`src/rtl/instr_loader.sv`:
```
// Boot-time program loader: packs a byte stream into 16-bit words, fills the
// remaining entries of the instruction store, then releases the core via cpu_run.
module instr_loader #(
  parameter int                DATA_W    = 16,
  parameter int                ADDR_W    = 4,
  parameter int                DEPTH     = 16,
  parameter logic [DATA_W-1:0] FILL_WORD = 16'h0000
) (
  input  logic              clk,
  input  logic              clear,
  input  logic              load_start,
  input  logic [7:0]        in_data,
  input  logic              in_valid,
  input  logic              in_last,
  output logic              in_ready,
  input  logic [ADDR_W-1:0] read_addr,
  output logic [DATA_W-1:0] instr,
  output logic              cpu_run,
  output logic              load_done,
  output logic [ADDR_W:0]   words_loaded
);

  // state     | meaning
  // S_IDLE    | after reset, waiting for load_start
  // S_LOAD_HI | waiting for the high byte of the next word
  // S_LOAD_LO | waiting for the low byte; writes the packed word
  // S_FILL    | writing FILL_WORD to the entries the stream did not cover
  // S_RUN     | store complete, core released
  typedef enum logic [2:0] {
    S_IDLE, S_LOAD_HI, S_LOAD_LO, S_FILL, S_RUN
  } state_t;

  localparam logic [ADDR_W-1:0] LAST_ADDR = ADDR_W'(DEPTH - 1);

  state_t            state;
  logic [ADDR_W-1:0] wr_ptr;
  logic [7:0]        hi_byte;
  logic [DATA_W-1:0] mem [DEPTH];

  // Asynchronous read: a same-cycle write is only visible after the edge.
  assign instr = mem[read_addr];

  always_ff @(posedge clk) begin
    if (clear) begin
      state        <= S_IDLE;
      wr_ptr       <= '0;
      hi_byte      <= '0;
      words_loaded <= '0;
      in_ready     <= 1'b0;
      cpu_run      <= 1'b0;
      load_done    <= 1'b0;
      for (int i = 0; i < DEPTH; i++) mem[ADDR_W'(i)] <= FILL_WORD;
    end else begin
      load_done <= 1'b0;
      case (state)
        S_IDLE, S_RUN: begin
          if (load_start) begin
            state        <= S_LOAD_HI;
            wr_ptr       <= '0;
            words_loaded <= '0;
            in_ready     <= 1'b1;
            cpu_run      <= 1'b0;
          end
        end
        S_LOAD_HI: begin
          if (in_valid && in_ready) begin
            hi_byte <= in_data;
            state   <= S_LOAD_LO;
          end
        end
        S_LOAD_LO: begin
          if (in_valid && in_ready) begin
            mem[wr_ptr]  <= {hi_byte, in_data};
            words_loaded <= words_loaded + (ADDR_W + 1)'(1);
            wr_ptr       <= wr_ptr + ADDR_W'(1);
            // A full store ends the load regardless of in_last.
            if (wr_ptr == LAST_ADDR) begin
              state     <= S_RUN;
              in_ready  <= 1'b0;
              cpu_run   <= 1'b1;
              load_done <= 1'b1;
            end else if (in_last) begin
              state    <= S_FILL;
              in_ready <= 1'b0;
            end else begin
              state <= S_LOAD_HI;
            end
          end
        end
        S_FILL: begin
          mem[wr_ptr] <= FILL_WORD;
          wr_ptr      <= wr_ptr + ADDR_W'(1);
          if (wr_ptr == LAST_ADDR) begin
            state     <= S_RUN;
            cpu_run   <= 1'b1;
            load_done <= 1'b1;
          end
        end
        default: begin
          state    <= S_IDLE;
          in_ready <= 1'b0;
          cpu_run  <= 1'b0;
        end
      endcase
    end
  end

endmodule
```
`config.mk`:
```
export PLATFORM = sky130hd
export DESIGN_NAME = instr_loader
export DESIGN_NICKNAME = d
export VERILOG_FILES = /design/src/rtl/instr_loader.sv
export SDC_FILE = /design/constraint.sdc
export NUM_CORES = 1
export LEC_CHECK = 0
export BUFFER_PORTS_ARGS = -buffer_cell sky130_fd_sc_hd__buf_2
export CORE_MARGIN = 10
export CORE_UTILIZATION = 45
export DETAILED_ROUTE_END_ITERATION = 8
export HOLD_SLACK_MARGIN = 0.06
export SYNTH_ARGS = -nofsm -noshare
export SYNTH_HDL_FRONTEND = slang
export SYNTH_SLANG_ARGS = --single-unit
```
`constraint.sdc`:
```
create_clock -name clk -period 3.72 [get_ports clk]
set_input_delay 0.372 -clock clk [delete_from_list [all_inputs] [get_ports clk]]
set_output_delay 0.372 -clock clk [all_outputs]
set_load 0.02 [all_outputs]
```
# --- Word-level counts from Yosys, hierarchy flattened ---
# Memory sizes are Yosys's and may differ from the RTL's.
# Cells that the tools add are included.
# W data, S select, Z words.
totals:
  ff_bits: 23
  ram_bits: 256
  inputBits: 17
  out_inout_bits: 24
  mem_count: 1
op_classes:
  add_sub_neg: 2
  eq_ne: 10
  n_mux: 38
  bitwise: 3
  reduce_logical: 13
mem_list:
  columns: ["memory", "depth", "word_bits", "rd", "rd_ports_with_merged_regs", "wr", "line", "text"]
  rows:
  - ["mem", 16, 16, 1, 0, 16, "38", "logic [DATA_W-1:0] mem [DEPTH];"]
ops:
  columns: ["cell", "count"]
  rows:
  - ["$mux W16", 2]
  - ["$mux W1", 19]
  - ["$reduce_or A16 Y1", 1]
  - ["$mux W3", 5]
  - ["$mux W4", 3]
  - ["$pmux W3 S4", 1]
  - ["$pmux W4 S3", 1]
  - ["$mux W5", 2]
  - ["$pmux W5 S2", 1]
  - ["$reduce_and A3 Y1", 3]
  - ["$ne A2 B2 Y1 const B", 4]
  - ["$reduce_and A4 Y1", 2]
  - ["$eq A3 B2 Y1 const B", 2]
  - ["$add A5 B1 Y5 const B", 1]
  - ["$add A4 B1 Y4 const B", 1]
  - ["$eq A4 B4 Y1 const B", 1]
  - ["$pmux W1 S4", 1]
  - ["$reduce_or A2 Y1", 2]
  - ["$eq A3 B1 Y1 const B", 1]
  - ["$eq A3 B3 Y1 const B", 1]
  - ["$logic_not A3 Y1", 1]
  - ["$ne A3 B3 Y1 const B", 1]
  - ["$pmux W1 S3", 1]
  - ["$reduce_bool A3 Y1", 1]
  - ["7 further kinds", 8]

# --- Logic depth before layout (Yosys ltp) ---
depth:
  word_depth: 8
  mapped_depth: 8
  depth_no_buf: 5

# --- Worst setup path before layout ---
# Ideal clock, no wire load.
synth_path:
  kind: "register to register"
  startpoint: "reg in_ready"
  endpoint: "mem mem[7][0], enable pin"
  setup_ps: 372
  t_arrival_ps: 1862
  required_ps: 3348
  path_slack_ps: 1486
  stages_incl_launch_ff: 8
  path_cell_list: "dfxtp_1 > a21oi_1 > nor3_2 > buf_4 > buf_12 > nand3_4 > buf_6 > nand2_1"
synth_lines:
  columns: ["item", "line", "text"]
  rows:
  - ["start: declaration", "15", "output logic in_ready,"]
  - ["start signal: assignment", "49", "in_ready <= 1'b0;"]
  - ["start signal: assignment", "61", "in_ready <= 1'b1;"]
  - ["start signal: assignment", "79", "in_ready <= 1'b0;"]
  - ["end: declaration", "38", null]

==> impl_results.md <==
* DRC at 0
* Post-Synthesis Cells at 867
* Critical path type: reg -> reg
* Initial drt markers at 814
* Leakage Power at 4.73 nW
* YS warnings at 0
* CP Launch Type: flip-flop
* Final Hold Violating Endpoints at 0
* Worst IR Drop VDD at 0.263 mV
* Via count at 7,231
* Total gr overflow at 0
* Psw at 1.47 mW
* Die height at 185 um
* Worst-path clk slew at 60 ps
* Ys async rst share at 0%
* WL/cell at 23.7 um
* CP arrival at 3070 ps
* Area Growth Syn to Fin at 11.0%
* Routed WL at 30,000 um
* Core Rows at 60
* Clk buf depth at 3
* CTS buffer count at 28
* Sequential Power Share at 53.3%
* Post-CTS setup repair buffer count at 0
* Final GP Congestion at 0.802
* Core area at 0.0269 mm2
* P_int at 5.21 mW
* Post-Route Setup TNS at 0 ps
* Vias in the first global route at 7,310
* Post-DP Area at 0.0128 mm2
* Post-route core utilization at 50.8%
* Root buffer cell: clkbuf_16
* Synth Register Bits at 279
* Synthesized area per cell at 14.2 um2
* Die area at 0.0343 mm2
* Skew-Pair Late Insertion Delay at 530 ps
* Layout cells sized above 1 at 21.8%
* Hold Crit Class: in -> reg
* Switching share of power at 21.9%
* Yosys cell types at 48
* Period Utilization, post-route at 78.6%
* Cells along the critical path: nand2b_1, nor3_4, buf_4, nand3_4, nand2_1
* Cell Area, Synth at 0.0123 mm2
* Sink Count at 279
* Post_cts resized at 0
* Port Buf Inserts at 40
* DRT antenna net count at 0
* Initial Utilization at 45.7%
* R2R Path Start: state[1]
* Most area-hungry cell type in the Yosys netlist: edfxtp_1
* Top-count cell post-synth: nor2_1
* Sequential fraction of the synthesis area at 66.3%
* Final Setup Violations at 0
* First-pass GRT wire length at 45,900 um
* CP startpoint: state[1]
* PwrDens at 489 mW/mm2
* RSZ-0062 raised after global routing: false
* Crit-path max FO at 17
* Status: finished, final reports clean
* Slew headroom at 39.3%
* Clock power share at 40.0%
* Final Skew at 16.4 ps
* Max-cap violations at 0
* Slowest CP cell: nand2_1
* Post-synth EDFFs at 256
* Final #Nets at 921
* Post-route cell area at 0.0136 mm2
* Crit path largest cell delay at 740 ps
* Drt pass-1 iters at 5
* Htree depth at 1
* Initial antenna violation count at 0
* Synth area leaders: edfxtp_1 63%, mux4_2 12%, nor2_1 8.4%
* Comb pwr share at 6.7%
* Detailed placement HPWL at 19,100 um
* ANT cells at 0
* Tightest Pin Transition at 911 ps
* Top cells by count, synth: 274 x nor2_1, 256 x edfxtp_1, 64 x mux4_2
* Vias per cell at 5.73
* Top FF cell, synth: edfxtp_1
* Post-CTS Hold Buffers at 0
* CP required at 3870 ps
* Total power at 6.68 mW
* Width of the die at 185 um
* Global Route Usage Sum at 17.7%
* Largest net degree at the start of global routing at 33
* Fin. max-slew vios at 0
* Hold_sp: in_data[7]
* Area share of the leading cell type in the synthesized netlist at 62.6%
* Number of top-level pins at 41
* Crit end category: flip-flop
* Clock tree from TritonCTS: built
* Syn_nets at 889
* Max Freq at 342 MHz
* Min Tclk post-route at 2930 ps
## placed cells by master (no fill, tap or decap), types with 10 or more instances in the layout
| cell type | n |
|---|---|
| dfxtp_1 | 23 |
| mux4_2 | 64 |
| a21oi_1 | 11 |
| a22oi_1 | 34 |
| nand2_1 | 42 |
| nand2_2 | 10 |
| edfxtp_1 | 256 |
| buf_2 | 39 |
| nor2_1 | 274 |
| buf_4 | 30 |
| clkbuf_16 | 29 |
## metal layers
| layer | part of all wire (%) | track usage [%] |
|---|---|---|
| met5 | 0 | 0 |
| met4 | 1.9 | 4.19 |
| met3 | 7.7 | 3.02 |
| met2 | 48 | 28.3 |
| met1 | 43 | 24.6 |
## metrics by stage
stage / worst slack [ps] / std cells / hold WS, ps
6_report: 794 / 1262 / 105
3_5_place_dp: 788 / 1210 / 479
5_1_grt: 566 / 1262 / 123
2_1_floorplan: 1490 / 867 / 460
4_1_cts: 773 / 1262 / 91.9
3_3_place_gp: 833 / 1210 / 470
## worst max-delay path, delay by kind of cell, from the launching register on
family | cells | cell delay [ps]
simple gates | 4 | 1570
flops | 1 | 580
buf+inv | 1 | 380
## flip-flops by register name (all words and copies together), names as in the netlist
signal,cells
cpu_run,1
hi_byte,8
in_ready,1
load_done,1
mem,256
state,3
words_loaded,5
wr_ptr,4
## power by group through the flow
stage	sequential, mW	clock, mW	combinational, mW
after CTS	3.56	2.70	0.457
final	3.56	2.67	0.450
after floorplan	3.60	0	0.301
after global placement	3.62	0	0.454
after detailed placement	3.62	0	0.456
after global routing	3.56	2.83	0.483
## logic make-up after synthesis
group / synth area share (%)
AO/OA/AOI/OAI: 3.75
adder cells (fa/ha/maj): 0.509
buffers and inverters: 3.52
flip-flops: 66.3
multiplexers: 12.4
AND/OR/NAND/NOR: 13.5
## final timing paths
path | end | slack [ps] | cells after the start
worst max-delay path | mem[6][15] | 790 | 5
worst min-delay path | hi_byte[7] | 100 | 3
worst max register to register | mem[6][15] | 790 | 5
worst min register to register | words_loaded[4] | 490 | 1
## final cells by class
| type | count | area [um2] |
|---|---|---|
| Timing Repair Buffer | 71 | 460 |
| Clock inverter | 13 | 85.1 |
| Fill cell | 2296 | 13200 |
| Tap cell | 341 | 427 |
| Clock buffer | 39 | 783 |
| Multi-Input combinational cell | 513 | 3710 |
| Inverter | 6 | 22.5 |
| Sequential cell | 279 | 8150 |
Note: power is estimated with default switching activity, not from simulation.
